`src/rtl/interval_counter_arbiter_if.sv`:
```
// interval_counter_arbiter_if: request/start/abort bundle and result signals shared between requesters and the arbiter
interface interval_counter_arbiter_if #(
  parameter int WIDTH = 8,
  parameter int N_REQ = 4
);
  logic [N_REQ-1:0]         req_in;
  logic [N_REQ*WIDTH-1:0]   start_in;
  logic                     abort_in;
  logic [N_REQ-1:0]         grant_out;
  logic [N_REQ-1:0]         done_out;
  logic                     aborted_out;
  logic                     busy_out;
  logic [$clog2(N_REQ)-1:0] owner_out;
  logic [WIDTH-1:0]         count_out;
  modport master (
    output req_in, start_in, abort_in,
    input  grant_out, done_out, aborted_out, busy_out, owner_out, count_out
  );
  modport slave (
    input  req_in, start_in, abort_in,
    output grant_out, done_out, aborted_out, busy_out, owner_out, count_out
  );
endinterface

```
`src/rtl/interval_counter_arbiter.sv`:
```
// interval_counter_arbiter: round-robin sharing of one loadable up-counter that runs each owner's interval to TERM
module interval_counter_arbiter #(
  parameter int WIDTH = 8,
  parameter int N_REQ = 4,
  parameter int TERM  = 46
) (
  input logic clk,
  input logic reset_al_in,
  interval_counter_arbiter_if.slave bus
);
  localparam int IW = $clog2(N_REQ);
  typedef enum logic [1:0] {IDLE, RUN, DONE} state_t;
  state_t           state_q, state_d;
  logic [WIDTH-1:0] count_q, count_d;
  logic [IW-1:0]    owner_q, owner_d, last_q, last_d, win, idx;
  logic [N_REQ-1:0] grant_q, grant_d, done_q, done_d;
  logic             aborted_q, aborted_d;
  // descending scan so the requester closest after last_q is the final assignment
  always_comb begin
    win = last_q;
    idx = '0;
    for (int i = N_REQ; i >= 1; i--) begin
      idx = IW'((int'(last_q) + i) % N_REQ);
      if (bus.req_in[idx]) win = idx;
    end
  end
  always_comb begin
    state_d   = state_q;
    count_d   = count_q;
    owner_d   = owner_q;
    last_d    = last_q;
    grant_d   = '0;
    done_d    = '0;
    aborted_d = 1'b0;
    case (state_q)
      IDLE: if (|bus.req_in) begin
        state_d = RUN;
        owner_d = win;
        last_d  = win;
        count_d = bus.start_in[win*WIDTH +: WIDTH];
        grant_d = N_REQ'(1) << win;
      end
      RUN: if (bus.abort_in || count_q >= WIDTH'(TERM)) begin
        state_d   = DONE;
        count_d   = '0;
        done_d    = N_REQ'(1) << owner_q;
        aborted_d = bus.abort_in;
      end else count_d = count_q + 1'b1;
      default: state_d = IDLE;
    endcase
  end
  always_ff @(posedge clk or negedge reset_al_in)
    if (!reset_al_in) begin
      state_q   <= IDLE;
      count_q   <= '0;
      owner_q   <= '0;
      last_q    <= IW'(N_REQ - 1);
      grant_q   <= '0;
      done_q    <= '0;
      aborted_q <= 1'b0;
    end else begin
      state_q   <= state_d;
      count_q   <= count_d;
      owner_q   <= owner_d;
      last_q    <= last_d;
      grant_q   <= grant_d;
      done_q    <= done_d;
      aborted_q <= aborted_d;
    end
  assign bus.grant_out   = grant_q;
  assign bus.done_out    = done_q;
  assign bus.aborted_out = aborted_q;
  assign bus.busy_out    = state_q != IDLE;
  assign bus.owner_out   = owner_q;
  assign bus.count_out   = count_q;
endmodule

```
`src/flat_wrapper.sv`:
```
// flat-port wrapper written by rule: the top's interface ports become plain ports
module interval_counter_arbiter_flat 
#(
  parameter int WIDTH = 8,
  parameter int N_REQ = 4,
  parameter int TERM  = 46
)
  (clk, reset_al_in, bus_req_in, bus_start_in, bus_abort_in, bus_grant_out, bus_done_out, bus_aborted_out, bus_busy_out, bus_owner_out, bus_count_out);
  interval_counter_arbiter_if #(.WIDTH(WIDTH), .N_REQ(N_REQ)) bus_i ();
  input logic clk;
  input logic reset_al_in;
  input wire logic [$bits(bus_i.req_in)-1:0] bus_req_in;
  input wire logic [$bits(bus_i.start_in)-1:0] bus_start_in;
  input wire logic [$bits(bus_i.abort_in)-1:0] bus_abort_in;
  output wire logic [$bits(bus_i.grant_out)-1:0] bus_grant_out;
  output wire logic [$bits(bus_i.done_out)-1:0] bus_done_out;
  output wire logic [$bits(bus_i.aborted_out)-1:0] bus_aborted_out;
  output wire logic [$bits(bus_i.busy_out)-1:0] bus_busy_out;
  output wire logic [$bits(bus_i.owner_out)-1:0] bus_owner_out;
  output wire logic [$bits(bus_i.count_out)-1:0] bus_count_out;
  assign bus_i.req_in = bus_req_in;
  assign bus_i.start_in = bus_start_in;
  assign bus_i.abort_in = bus_abort_in;
  assign bus_grant_out = bus_i.grant_out;
  assign bus_done_out = bus_i.done_out;
  assign bus_aborted_out = bus_i.aborted_out;
  assign bus_busy_out = bus_i.busy_out;
  assign bus_owner_out = bus_i.owner_out;
  assign bus_count_out = bus_i.count_out;
  interval_counter_arbiter #(.WIDTH(WIDTH), .N_REQ(N_REQ), .TERM(TERM)) u_core (.clk(clk), .reset_al_in(reset_al_in), .bus(bus_i));
endmodule
```
`config.mk`:
```
export PLATFORM = sky130hd
export DESIGN_NAME = interval_counter_arbiter_flat
export DESIGN_NICKNAME = d
export VERILOG_FILES = /design/src/rtl/interval_counter_arbiter_if.sv /design/src/rtl/interval_counter_arbiter.sv /design/src/flat_wrapper.sv
export SDC_FILE = /design/constraint.sdc
export NUM_CORES = 1
export LEC_CHECK = 0
export CAP_MARGIN = 20
export CORE_MARGIN = 8
export CORE_UTILIZATION = 35
export CTS_CLUSTER_SIZE = 28
export DETAILED_ROUTE_END_ITERATION = 8
export PLACE_DENSITY = 0.72
export SETUP_SLACK_MARGIN = 0.05
export SLEW_MARGIN = 30
export SYNTH_ARGS = -nofsm -noshare
export SYNTH_HDL_FRONTEND = slang
export SYNTH_SLANG_ARGS = --single-unit
```
`constraint.sdc`:
```
create_clock -name clk -period 1.7 [get_ports clk]
set_input_delay 0.17 -clock clk [delete_from_list [all_inputs] [get_ports clk]]
set_output_delay 0.17 -clock clk [all_outputs]
set_load 0.05 [all_outputs]
```
* Word-level counts from Yosys, hierarchy flattened
Cells that the tools add are included.
** Storage, ports and cells
- Flip-flop bits (word level) :: 23
- Input port bits :: 39
- Output and inout bits :: 20
- Logic and storage cells :: 55
** Cells by class
- $add $sub $neg :: 5
- $lt $le $gt $ge :: 5
- Eq/ne operators :: 3
- Shifts and indexed selects :: 3
- Multiplexer cells :: 24
- Reduce and logical (&&, ||, !) cells :: 8
** Operators with widths (count)
- variable part select 32 x 6 -> 8 bit :: 1
- two-way mux 4 bit :: 4
- two-way mux 8 bit :: 2
- one-hot mux 8 bit (2 select lines) :: 1
- less-than comparator 2 x 3 -> 1 bit (second input constant) :: 4
- two-way mux 2 bit :: 6
- adder 8 x 1 -> 8 bit (second input constant) :: 1
- binary-select mux 1 bit (select 2 bit) :: 4
- greater-or-equal comparator 8 x 6 -> 1 bit (second input constant) :: 1
- left shift 1 x 2 -> 4 bit (first input constant) :: 2
- two-way mux 1 bit :: 6
- AND reduction 2 bit :: 3
- adder 2 x 1 -> 2 bit (second input constant) :: 2
- adder 2 bit (second input constant) :: 2
- inequality test 2 x 1 -> 1 bit (second input constant) :: 2
- one-hot mux 2 bit (2 select lines) :: 1
- nonzero test 2 bit :: 2
- OR reduction 4 bit :: 1
- == test 2 x 1 -> 1 bit (second input constant) :: 1
- logical NOT 2 bit :: 1
- logical OR 1 bit :: 1

* Longest topological paths before layout
Gate-level depths: netlist of run 1.
- Depth in word-level cells :: 10
- Mapped depth :: 8
- Depth with buffers taken out :: 8

* Worst setup path before layout of run 1
No wires, ideal clock.
- Path type :: register to register
- From :: register u_core.count_q[0], in the netlist u_core.bus.count_out[0]
- To :: register u_core.count_q[3], in the netlist u_core.bus.count_out[3]
- Library setup time :: 0.067 ns
- Arrival time :: 1.883 ns
- Setup slack :: -0.250 ns
- Cell stages (with the launch flop) :: 8
- Period minus slack after synthesis :: 1.950 ns
- Cells stage by stage :: dfrtp_1 -> inv_1 -> ha_1 -> o211a_1 -> o21ai_0 -> nand3_1 -> nor3_1 -> a221o_1
** On the way
- Longest elaborated chain between the ends :: 4
- Elaborated cells on any way between the ends :: 5
** RTL lines
- start: declaration :: RTL line interval_counter_arbiter.sv:14 : logic [WIDTH-1:0] count_q, count_d;
- start signal: assignment :: RTL line interval_counter_arbiter.sv:63 : count_q <= count_d;
- greater-or-equal comparator 8 x 6 -> 1 bit :: RTL line interval_counter_arbiter.sv:43 : RUN: if (bus.abort_in || count_q >= WIDTH'(TERM)) begin
- logical OR 1 bit :: RTL line interval_counter_arbiter.sv:43
- two-way mux 8 bit (*) :: RTL line interval_counter_arbiter.sv:43
- one-hot mux 8 bit (2 select lines) (*) :: RTL line interval_counter_arbiter.sv:35 : case (state_q)
Mark *: on every way between the ends. The rest lies on a longest branch, timed or not.
A chain may end at the register's enable or synchronous reset.

* Worst setup path in the final report of run 1
- From :: input port bus_req_in[3]
- To :: register u_core.count_q[3], in the netlist u_core.bus.count_out[3]
** On the way
- Longest elaborated chain between the ends :: 9
- Elaborated cells on any way between the ends :: 18
** RTL lines
- start: declaration :: RTL line flat_wrapper.sv:12 : input wire logic [$bits(bus_i.req_in)-1:0] bus_req_in;
- binary-select mux 1 bit (select 2 bit) :: RTL line interval_counter_arbiter.sv:24 : if (bus.req_in[idx]) win = idx;
- two-way mux 1 bit (implied by the code) :: RTL line interval_counter_arbiter.sv:24
- two-way mux 2 bit (4 in a row) :: RTL line interval_counter_arbiter.sv:24
- variable part select 32 x 6 -> 8 bit :: RTL line interval_counter_arbiter.sv:40 : count_d = bus.start_in[win*WIDTH +: WIDTH];
- two-way mux 8 bit :: RTL line interval_counter_arbiter.sv:36 : IDLE: if (|bus.req_in) begin
- one-hot mux 8 bit (2 select lines) :: RTL line interval_counter_arbiter.sv:35
Several ways; a longest one is shown, not always the timed one. The select of a mux whose other input is x is not followed.

==> metrics, run 1 <==
post-synthesis average cell area=10.5 µm²; Lkg Pwr=1.07 nW; outcome=complete, but fails checks; violated checks=negative setup slack; Reg2Reg Setup Slack=-0.13 ns; Mapped Cells=126; Worst Skew=0.00370 ns; First DRT Iteration DRCs=55; H-tree depth=1; critical path data required time=1.91 ns; mux share of post-synthesis cell area=0.193; sequential share of power=0.234; ys flop type=dfrtp_1; Simple-Gate Fraction of Synth Area=0.156; Synth top cells by count=dfrtp_1 (21), mux2i_1 (21), nand2_1 (10); Hold Vio Cnt, Final=0; Slew @ Worst Pin=0.507 ns; CTS tree=done; via/cell ratio=4.99; Yosys top cell area share=0.397; Post-Syn Area=1320 µm²; worst-path maximum fanout=7; num rows=22; ys async rst share=1.00; Initial Utilization=0.362; crit share post-route=1.11; FILL cells=327; RSZ-0062 raised after global routing=yes; Post-CTS Hold Fix Bufs=0; r2r startpoint=u_core.last_q[0]; first-pass GRT wire length=6790 µm; class of the worst hold path=primary input to asynchronous set/reset pin; Final Max Tran Viols=0; P_sw=2.00 mW; top layer in use=met4; crit start category=primary input; Max VDD drop=840 µV; Switching Share=0.464; power share of the clock group=0.079; DR DRC count=0; DRT Pass-1 Iters=4; power share of the combinational group=0.687; synth top area cells=dfrtp_1 (40%), mux2i_1 (16%), dfstp_2 (4.0%), mux2_2 (3.4%), nand2_1 (2.8%); Max-Cap Viols=0; count of antenna diodes in the layout=0; DRT met1 WL=1620 µm; Pint=2.31 mW; Post-synth EDFFs=0; largest family of logic cells by synthesized area=multiplexers; vias=1278; Slew headroom=0.661; CTS max path bufs=2; crit path kind=primary input to register; total core area=3660 µm²; reg2reg path depth=7; post-route cell area=2250 µm²; Setup Viol. Count Final=8; Top Ports=59; Yosys warnings=0; Mapped Nets=167; Layout Nets=250; vias in the first global route=1408; IO Port Bufs=58; critical path endpoint category=register; GP Congestion=0.839; post-synth top area cell=dfrtp_1; layout cells sized above 1=0.313; initial antenna violation count=0; Arr. time, crit path=2.09 ns; Post-DRT Antenna Nets=0; final wirelength=3930 µm; GRT Resource Usage Total=0.138; number of CTS-inserted buffers=3; Area Growth Syn to Fin=70.1%; Power Dens Cells=1910 nW/µm²; HPWL Detailed=3040 µm; total power=4.31 mW; Post-DP Area=2090 µm²; compound-gate portion of the synthesized area=0.142; Die Wd=77.5 µm; DIE AREA=6010 µm²; Final TNS setup=-1.01 ns; Unique masters post-synth=39; Post-Synth Adder-Cell Area=0.0189; DR WL/cell=15.3 µm; Post-Synth XOR/XNOR Area=0.00662; metal3 WL=337 µm; Tmin final=1.88 ns; Clock Root Buffer=clkbuf_8; met2 routed WL=1910 µm; Clock Latency Late Sink=0.27 ns; final worst slack=-0.182 ns; maximum clock rate=0.531 GHz; Die H=77.5 µm; post-synthesis register bit count=23; sequential element share of the synthesized area=0.437; total grt overflow=0; Sink Count=23; Clock transition at path regs=0.08 ns; largest net degree at the start of global routing=24; FF-to-FF End=u_core.bus.count_out[1]
-- worst max-delay path, cell delays in order --
cell and delay (ns):
clkdlybuf4s50_1 0.45, buf_4 0.16, or4_1 0.54, buf_4 0.18
o21bai_2 0.18, buf_4 0.19, a21o_1 0.09, a221o_1 0.12
-- state kept, by name, summed over array words and instances (netlist names) --
| name | cells |
|---|---|
| u_core.bus.owner_out | 2 |
| u_core.state_q | 2 |
| u_core.last_q | 2 |
| u_core.bus.done_out | 4 |
| u_core.bus.grant_out | 4 |
| u_core.bus.count_out | 8 |
| u_core.bus.aborted_out | 1 |
-- timing repair --
action	4_1_cts	5_1_grt
setup endpoints to repair	17	16
pin swaps	3	1
resized for setup	12	7
buffers inserted	4	0
gates cloned	1	0
-- power groups by stage --
| stage | combinational (mW) | sequential [mW] | clock, mW |
|---|---|---|---|
| after detailed placement | 2.67 | 1.01 | 0 |
| final | 2.96 | 1.01 | 0.342 |
| after floorplan | 1.12 | 1.59 | 0 |
| after CTS | 2.90 | 1.00 | 0.347 |
| after global routing | 3.17 | 1.04 | 0.375 |
| after global placement | 2.64 | 1.01 | 0 |
-- stage by stage --
stage / std cells / hold slack, ns / setup slack, ns / utilization
floorplan: 126 / -0.126 / -0.112 / -
global placement: 247 / 0.498 / -0.326 / 0.572
detailed placement: 247 / 0.503 / -0.377 / 0.572
CTS: 256 / 0.262 / -0.142 / 0.607
global route: 256 / 0.274 / -0.242 / 0.615
finish: 256 / 0.255 / -0.182 / 0.615
-- kinds of logic after synthesis --
group	Yosys count
AOI/OAI and AO/OA	25
xor gates and xnor gates	1
adders and majority gates	2
buffers and inverters	9
DFF	23
muxes	25
and+or+nand+nor	41
-- cells in the final DEF, fill, tap and decap left out, types with 2 or more instances in the layout --
master and count:
a221o_1 2, dfrtp_1 19, mux2i_2 2, o21ai_2 3, nor3_1 4, a22o_1 2
ha_1 2, nor3b_1 3, and3_1 2, inv_1 4, clkbuf_8 3, dfrtp_2 2
dfstp_2 2, nor2_1 9, buf_4 29, mux2i_1 19, nand3_1 3, clkdlybuf4s50_1 47
mux2_4 4, buf_6 4, buf_12 2, o22ai_2 2, nand2_1 8, a21oi_1 5
-- worst max path at each step --
stage | start | to | slack [ns]
2_1_floorplan | u_core.last_q[0] | u_core.bus.count_out[1] | -0.11
3_3_place_gp | bus_req_in[3] | u_core.bus.count_out[1] | -0.33
3_5_place_dp | bus_req_in[3] | u_core.bus.count_out[3] | -0.38
4_1_cts | u_core.last_q[0] | u_core.bus.count_out[1] | -0.14
5_1_grt | u_core.last_q[0] | u_core.bus.count_out[7] | -0.24
6_report | bus_req_in[3] | u_core.bus.count_out[3] | -0.18
-- routing by layer --
layer,vias to the layer above,track usage
met5,-,0
met4,0,0.0547
met3,7,0.0461
met2,59,0.233
met1,591,0.157
li1,621,-
-- final cells by class --
class,count,area [µm²],share of cell area
Multi-Input combinational cell,94,773,0.343
Timing Repair Buffer,82,773,0.343
Sequential cell,23,581,0.258
Tap cell,48,60.1,0.0267
Clock buffer,3,41.3,0.0183
Inverter,5,18.8,0.00833
Clock inverter,1,5.00,0.00222
No activity file was read; power rests on OpenSTA's default activity.
==> run 2: changes to the inputs <==
--- a/config.mk
+++ b/config.mk
@@ -5,7 +5,7 @@
 export SDC_FILE = /design/constraint.sdc
 export NUM_CORES = 1
 export LEC_CHECK = 0
-export CAP_MARGIN = 20
+export CAP_MARGIN = 15
 export CORE_MARGIN = 8
 export CORE_UTILIZATION = 35
 export CTS_CLUSTER_SIZE = 28
==> results of run 2 <==
No change in the layout: final DEF, timing and power equal those of run 1.
